File: config.mk
export PLATFORM = sky130hd
export DESIGN_NAME = logic_arbiter
export DESIGN_NICKNAME = d
export VERILOG_FILES = /design/src/rtl/logic_arbiter.sv
export SDC_FILE = /design/constraint.sdc
export NUM_CORES = 1
export LEC_CHECK = 0
export ABC_AREA = 1
export CAP_MARGIN = 10
export CORE_AREA = 3 3 133 135
export CTS_CLUSTER_DIAMETER = 40
export DETAILED_ROUTE_END_ITERATION = 8
export DIE_AREA = 0 0 136 138
export GPL_TIMING_DRIVEN = 1
export PLACE_DENSITY = 0.85
export SYNTH_ARGS = -nofsm -noshare
export SYNTH_HDL_FRONTEND = slang
export SYNTH_SLANG_ARGS = --single-unit
export TNS_END_PERCENT = 5
File: constraint.sdc
create_clock -name clk -period 5.1 [get_ports clk]
set_input_delay 0.51 -clock clk [delete_from_list [all_inputs] [get_ports clk]]
set_output_delay 0.51 -clock clk [all_outputs]
set_load 0.1 [all_outputs]
File: src/rtl/logic_arbiter.sv
// Round-robin arbiter sharing one logical-op datapath among NUM_REQ requesters.
// A single registered result slot gives one-cycle latency and full throughput.
module logic_arbiter #(
    parameter int SRC_WIDTH     = 32,
    parameter int OUT_WIDTH     = 32,
    parameter int CONTROL_WIDTH = 11,
    parameter int NUM_REQ       = 4,
    parameter int ID_WIDTH      = 2
) (
    input  logic                             clk,
    input  logic                             rst,
    input  logic [NUM_REQ-1:0]               req_valid,
    output logic [NUM_REQ-1:0]               req_ready,
    input  logic [NUM_REQ*SRC_WIDTH-1:0]     req_src1,
    input  logic [NUM_REQ*SRC_WIDTH-1:0]     req_src2,
    input  logic [NUM_REQ*CONTROL_WIDTH-1:0] req_control,
    output logic                             res_valid,
    input  logic                             res_ready,
    output logic [OUT_WIDTH-1:0]             res_data,
    output logic [ID_WIDTH-1:0]              res_id,
    output logic                             busy
);

    typedef enum logic {
        EMPTY = 1'b0,
        FULL  = 1'b1
    } state_t;

    state_t                 r_state;
    state_t                 w_state_nxt;
    logic [ID_WIDTH-1:0]    r_ptr;
    logic [OUT_WIDTH-1:0]   r_data;
    logic [ID_WIDTH-1:0]    r_id;

    logic                   w_can_accept;
    logic                   w_found;
    logic [ID_WIDTH-1:0]    w_gnt_idx;
    logic [NUM_REQ-1:0]     w_gnt;
    logic                   w_xfer;
    logic [SRC_WIDTH-1:0]   w_s1;
    logic [SRC_WIDTH-1:0]   w_s2;
    logic [CONTROL_WIDTH-1:0] w_ctl;
    logic [1:0]             w_op_sel;
    logic [SRC_WIDTH-1:0]   w_op;
    logic [OUT_WIDTH-1:0]   w_res;
    logic                   w_unused;

    function automatic logic [ID_WIDTH-1:0] rr_idx(
        input logic [ID_WIDTH-1:0] base,
        input int                  k
    );
        return ID_WIDTH'((int'(base) + k) % NUM_REQ);
    endfunction

    // Reset masks the grant so nothing can transfer in the reset cycle.
    assign w_can_accept = !rst && ((r_state == EMPTY) || res_ready);

    always_comb begin
        w_found   = 1'b0;
        w_gnt_idx = '0;
        for (int k = 0; k < NUM_REQ; k++) begin
            if (!w_found && req_valid[rr_idx(r_ptr, k)]) begin
                w_found   = 1'b1;
                w_gnt_idx = rr_idx(r_ptr, k);
            end
        end
    end

    always_comb begin
        w_gnt = '0;
        if (w_found && w_can_accept) begin
            w_gnt[w_gnt_idx] = 1'b1;
        end
    end

    assign req_ready = w_gnt;
    assign w_xfer    = |w_gnt;

    assign w_s1  = req_src1[int'(w_gnt_idx)*SRC_WIDTH +: SRC_WIDTH];
    assign w_s2  = req_src2[int'(w_gnt_idx)*SRC_WIDTH +: SRC_WIDTH];
    assign w_ctl = req_control[int'(w_gnt_idx)*CONTROL_WIDTH +: CONTROL_WIDTH];
    assign w_op_sel = w_ctl[6:5];

    always_comb begin
        w_op = '0;
        unique case (w_op_sel)
            2'd0: w_op = ~w_s2;
            2'd1: w_op = w_s1 & w_s2;
            2'd2: w_op = w_s1 | w_s2;
            2'd3: w_op = w_s1 ^ w_s2;
            default: w_op = '0;
        endcase
    end

    generate
        if (OUT_WIDTH <= SRC_WIDTH) begin : g_trunc
            assign w_res = w_op[OUT_WIDTH-1:0];
        end else begin : g_zext
            assign w_res = {{(OUT_WIDTH-SRC_WIDTH){1'b0}}, w_op};
        end
    endgenerate

    // Only control[6:5] matters; the rest is folded here to keep lint quiet.
    assign w_unused = ^{req_control, w_op};

    always_comb begin
        w_state_nxt = r_state;
        unique case (r_state)
            EMPTY: begin
                if (w_xfer) begin
                    w_state_nxt = FULL;
                end
            end
            FULL: begin
                if (w_xfer) begin
                    w_state_nxt = FULL;
                end else if (res_ready) begin
                    w_state_nxt = EMPTY;
                end
            end
            default: w_state_nxt = EMPTY;
        endcase
    end

    always_ff @(posedge clk) begin
        if (rst) begin
            r_state <= EMPTY;
        end else begin
            r_state <= w_state_nxt;
        end
    end

    always_ff @(posedge clk) begin
        if (rst) begin
            r_ptr  <= '0;
            r_data <= '0;
            r_id   <= '0;
        end else if (w_xfer) begin
            r_ptr  <= rr_idx(w_gnt_idx, 1);
            r_data <= w_res;
            r_id   <= w_gnt_idx;
        end
    end

    assign busy      = (r_state == FULL);
    assign res_valid = busy;
    assign res_data  = r_data;
    assign res_id    = r_id;

endmodule

==> metrics.md <==
| Metric | Value |
|---|---|
| Final min period | 3.71 ns |
| Vias | 7798 |
| Worst skew pair latency | 0.28 ns |
| Max-Cap Viols | 0 |
| Hold Path Origin | res_data[25] |
| Crit path from | r_ptr[0] |
| Final period util | 72.7% |
| Final hold vios | 0 |
| Register area | 741 um^2 |
| Number of buffers created by CTS | 5 |
| Antenna violations before repair | 1 |
| Total GRT Usage | 23.0% |
| Actual slew at the worst max-slew pin | 1.10 ns |
| Flop2flop setup slack | 1.39 ns |
| Startpoint types | flop |
| Reg-to-reg endpoint | res_data[26] |
| Die width | 136 um |
| Most frequent cells in the layout | nand2_1, clkdlybuf4s50_1, inv_1, nand3_1, ha_1 |
| First-pass GRT wire length | 35.4 mm |
| Crit path required time | 5.32 ns |
| Synth warnings | 0 |
| Iter 0 DRT Violations | 307 |
| Post-route cell area | 9560 um^2 |
| Post-route ant nets | 0 |
| CTS tree | yes |
| Relative slew slack | 26.4% |
| Die area | 18800 um^2 |
| Seq/Total Area, Yosys | 11.8% |
| # diodes | 0 |
| Io pins | 347 |
| Critical path class | flop to flop |
| CP max FO | 76 |
| Avg Cell Area, Syn | 5.60 um^2 |
| Hold worst-path end | res_data[25] |
| Share of layout cells above drive strength 1 | 7.71% |
| Status | finished, final reports clean |
| Vert. Die Dim | 138 um |
| Multi-input gate area | 4570 um^2 |
| WL final | 22.9 mm |
| Commonest non-fill, non-tap cell in the layout | nand2_1 |
| Number of global-route vias before repair | 7396 |
| Hold Path Class | flop to flop |
| Total setup buffers inserted after CTS | 0 |
| Nets | 1761 |
| Yosys cell types | 30 |
| Fillers | 1636 |
| CTS Hold Buffers Added | 0 |
| Syn nets | 1501 |
| Clock buffer depth | 2 |
| CTS root buf | clkbuf_16 |
| Mapped Cells | 1126 |
| # resized after CTS | 0 |
| Clock-pin slew on the worst setup and hold paths | 0.06 ns |
| Number of detailed-route iterations in the first pass | 5 |
| Origin of the critical flop-to-flop path | r_ptr[0] |
| DR WL/cell | 14.2 um |
| Std cell rows | 47 |
| Cells on worst reg2reg path | 17 |
| Mapped Area | 6300 um^2 |
| Total gr overflow | 0 |
| Arr. time, crit path | 3.93 ns |
| Starting Density | 38.0% |
| Clk sinks | 37 |
| RSZ-0062 raised after global routing | no |
| Fmax | 270 MHz |
| Area post-placement | 9370 um^2 |
| Routed vias/inst | 4.85 |
| Area grow syn2layout | 51.6% |
| Final clock skew | 0.00416 ns |
| DP Wirelength | 17.9 mm |
| Core Box Area | 16600 um^2 |
| Largest net degree at the start of global routing | 77 |
| Flops & latches, synth | 37 |
| Setup TNS Final | 0 ns |
| Routability congestion estimate | 0.819 |
| Worst Hold Depth | 2 |
| DRC errors left | 0 |
| Pre-CTS WS | 1.11 ns |
| H-Tree Depth | 2 |
| Port Buffers | 310 |
| Final setup violation count | 0 |
| Crit. End Element | flop |
| Final worst slack | 1.39 ns |
| Fin. max-slew vios | 0 |
## how the worst max path moves through the flow
stage,endpoint,depth (start not counted)
floorplan,res_data[10],21
finish,res_data[26],17
CTS,res_data[26],17
global route,res_data[23],17
detailed placement,res_data[26],18
global placement,res_data[9],18
## layer usage
metal / vias up / track usage [%] / share of wire, %
met5: - / 0 / 0.039
met4: 2 / 6.90 / 2.4
met3: 37 / 4.98 / 7.3
met2: 275 / 41.8 / 49
met1: 3491 / 26.6 / 41
li1: 3993 / - / -
## per-stage QoR
| step | util, % | hold slack, ns | instances |
|---|---|---|---|
| 2_1_floorplan | - | 0.517 | 1126 |
| 3_3_place_gp | 56.5 | 0.501 | 1599 |
| 3_5_place_dp | 56.5 | 0.511 | 1599 |
| 4_1_cts | 57.6 | 0.529 | 1607 |
| 5_1_grt | 57.6 | 0.563 | 1607 |
| 6_report | 57.6 | 0.528 | 1607 |
## critical path: stages, from the launching register on
cell and delay [ns]:
dfxtp_1 0.59, inv_2 0.16, nand2_1 0.12, nand3_1 0.10
nand2_2 0.13, nor2_1 0.06, nor2_1 0.16, nand2_4 0.11
nand2_4 0.08, buf_4 0.56, nand2_2 0.14, nand3_2 0.12
nand2_2 0.11, nor2_4 0.79, nand2_1 0.15, nand3_1 0.14
nor2_1 0.05, nor2_1 0.08
## sequential cells by signal (all words and copies together) (netlist names)
register	count
res_data	32
busy	1
r_ptr	2
res_id	2
## area by class of cell
| type | count | area share [%] |
|---|---|---|
| Multi-Input combinational cell | 870 | 47.8 |
| Clock inverter | 3 | 0.681 |
| Inverter | 152 | 6.02 |
| Tap cell | 220 | 2.88 |
| Clock buffer | 5 | 1.31 |
| Sequential cell | 37 | 7.75 |
| Timing Repair Buffer | 320 | 33.5 |
## cells in the mapped netlist (all sizes together)
master / number / share of area [%]
inv: 152 / 9.1
a32oi: 32 / 4.4
nor2: 82 / 6.2
a31oi: 1 / 0.099
clkbuf: 13 / 0.77
a21oi: 6 / 0.48
ha: 68 / 13
dfxtp: 37 / 12
nand3: 111 / 10
nand2: 518 / 33
o21a: 1 / 0.12
buf: 54 / 6.1
o21ai: 41 / 3.3
o211ai: 3 / 0.36
nand3b: 3 / 0.36
nand4: 1 / 0.099
or2: 3 / 0.30
## kinds of logic after synthesis
logic type / share of synthesized area [%]
AND/OR/NAND/NOR: 50.0
buffers and inverters: 16.0
flip-flops: 11.8
AO/OA/AOI/OAI: 8.75
adder cells (fa/ha/maj): 13.5
Power is not shown: default switching activity piles up to over one toggle a cycle in this logic, so the estimate is an artifact.
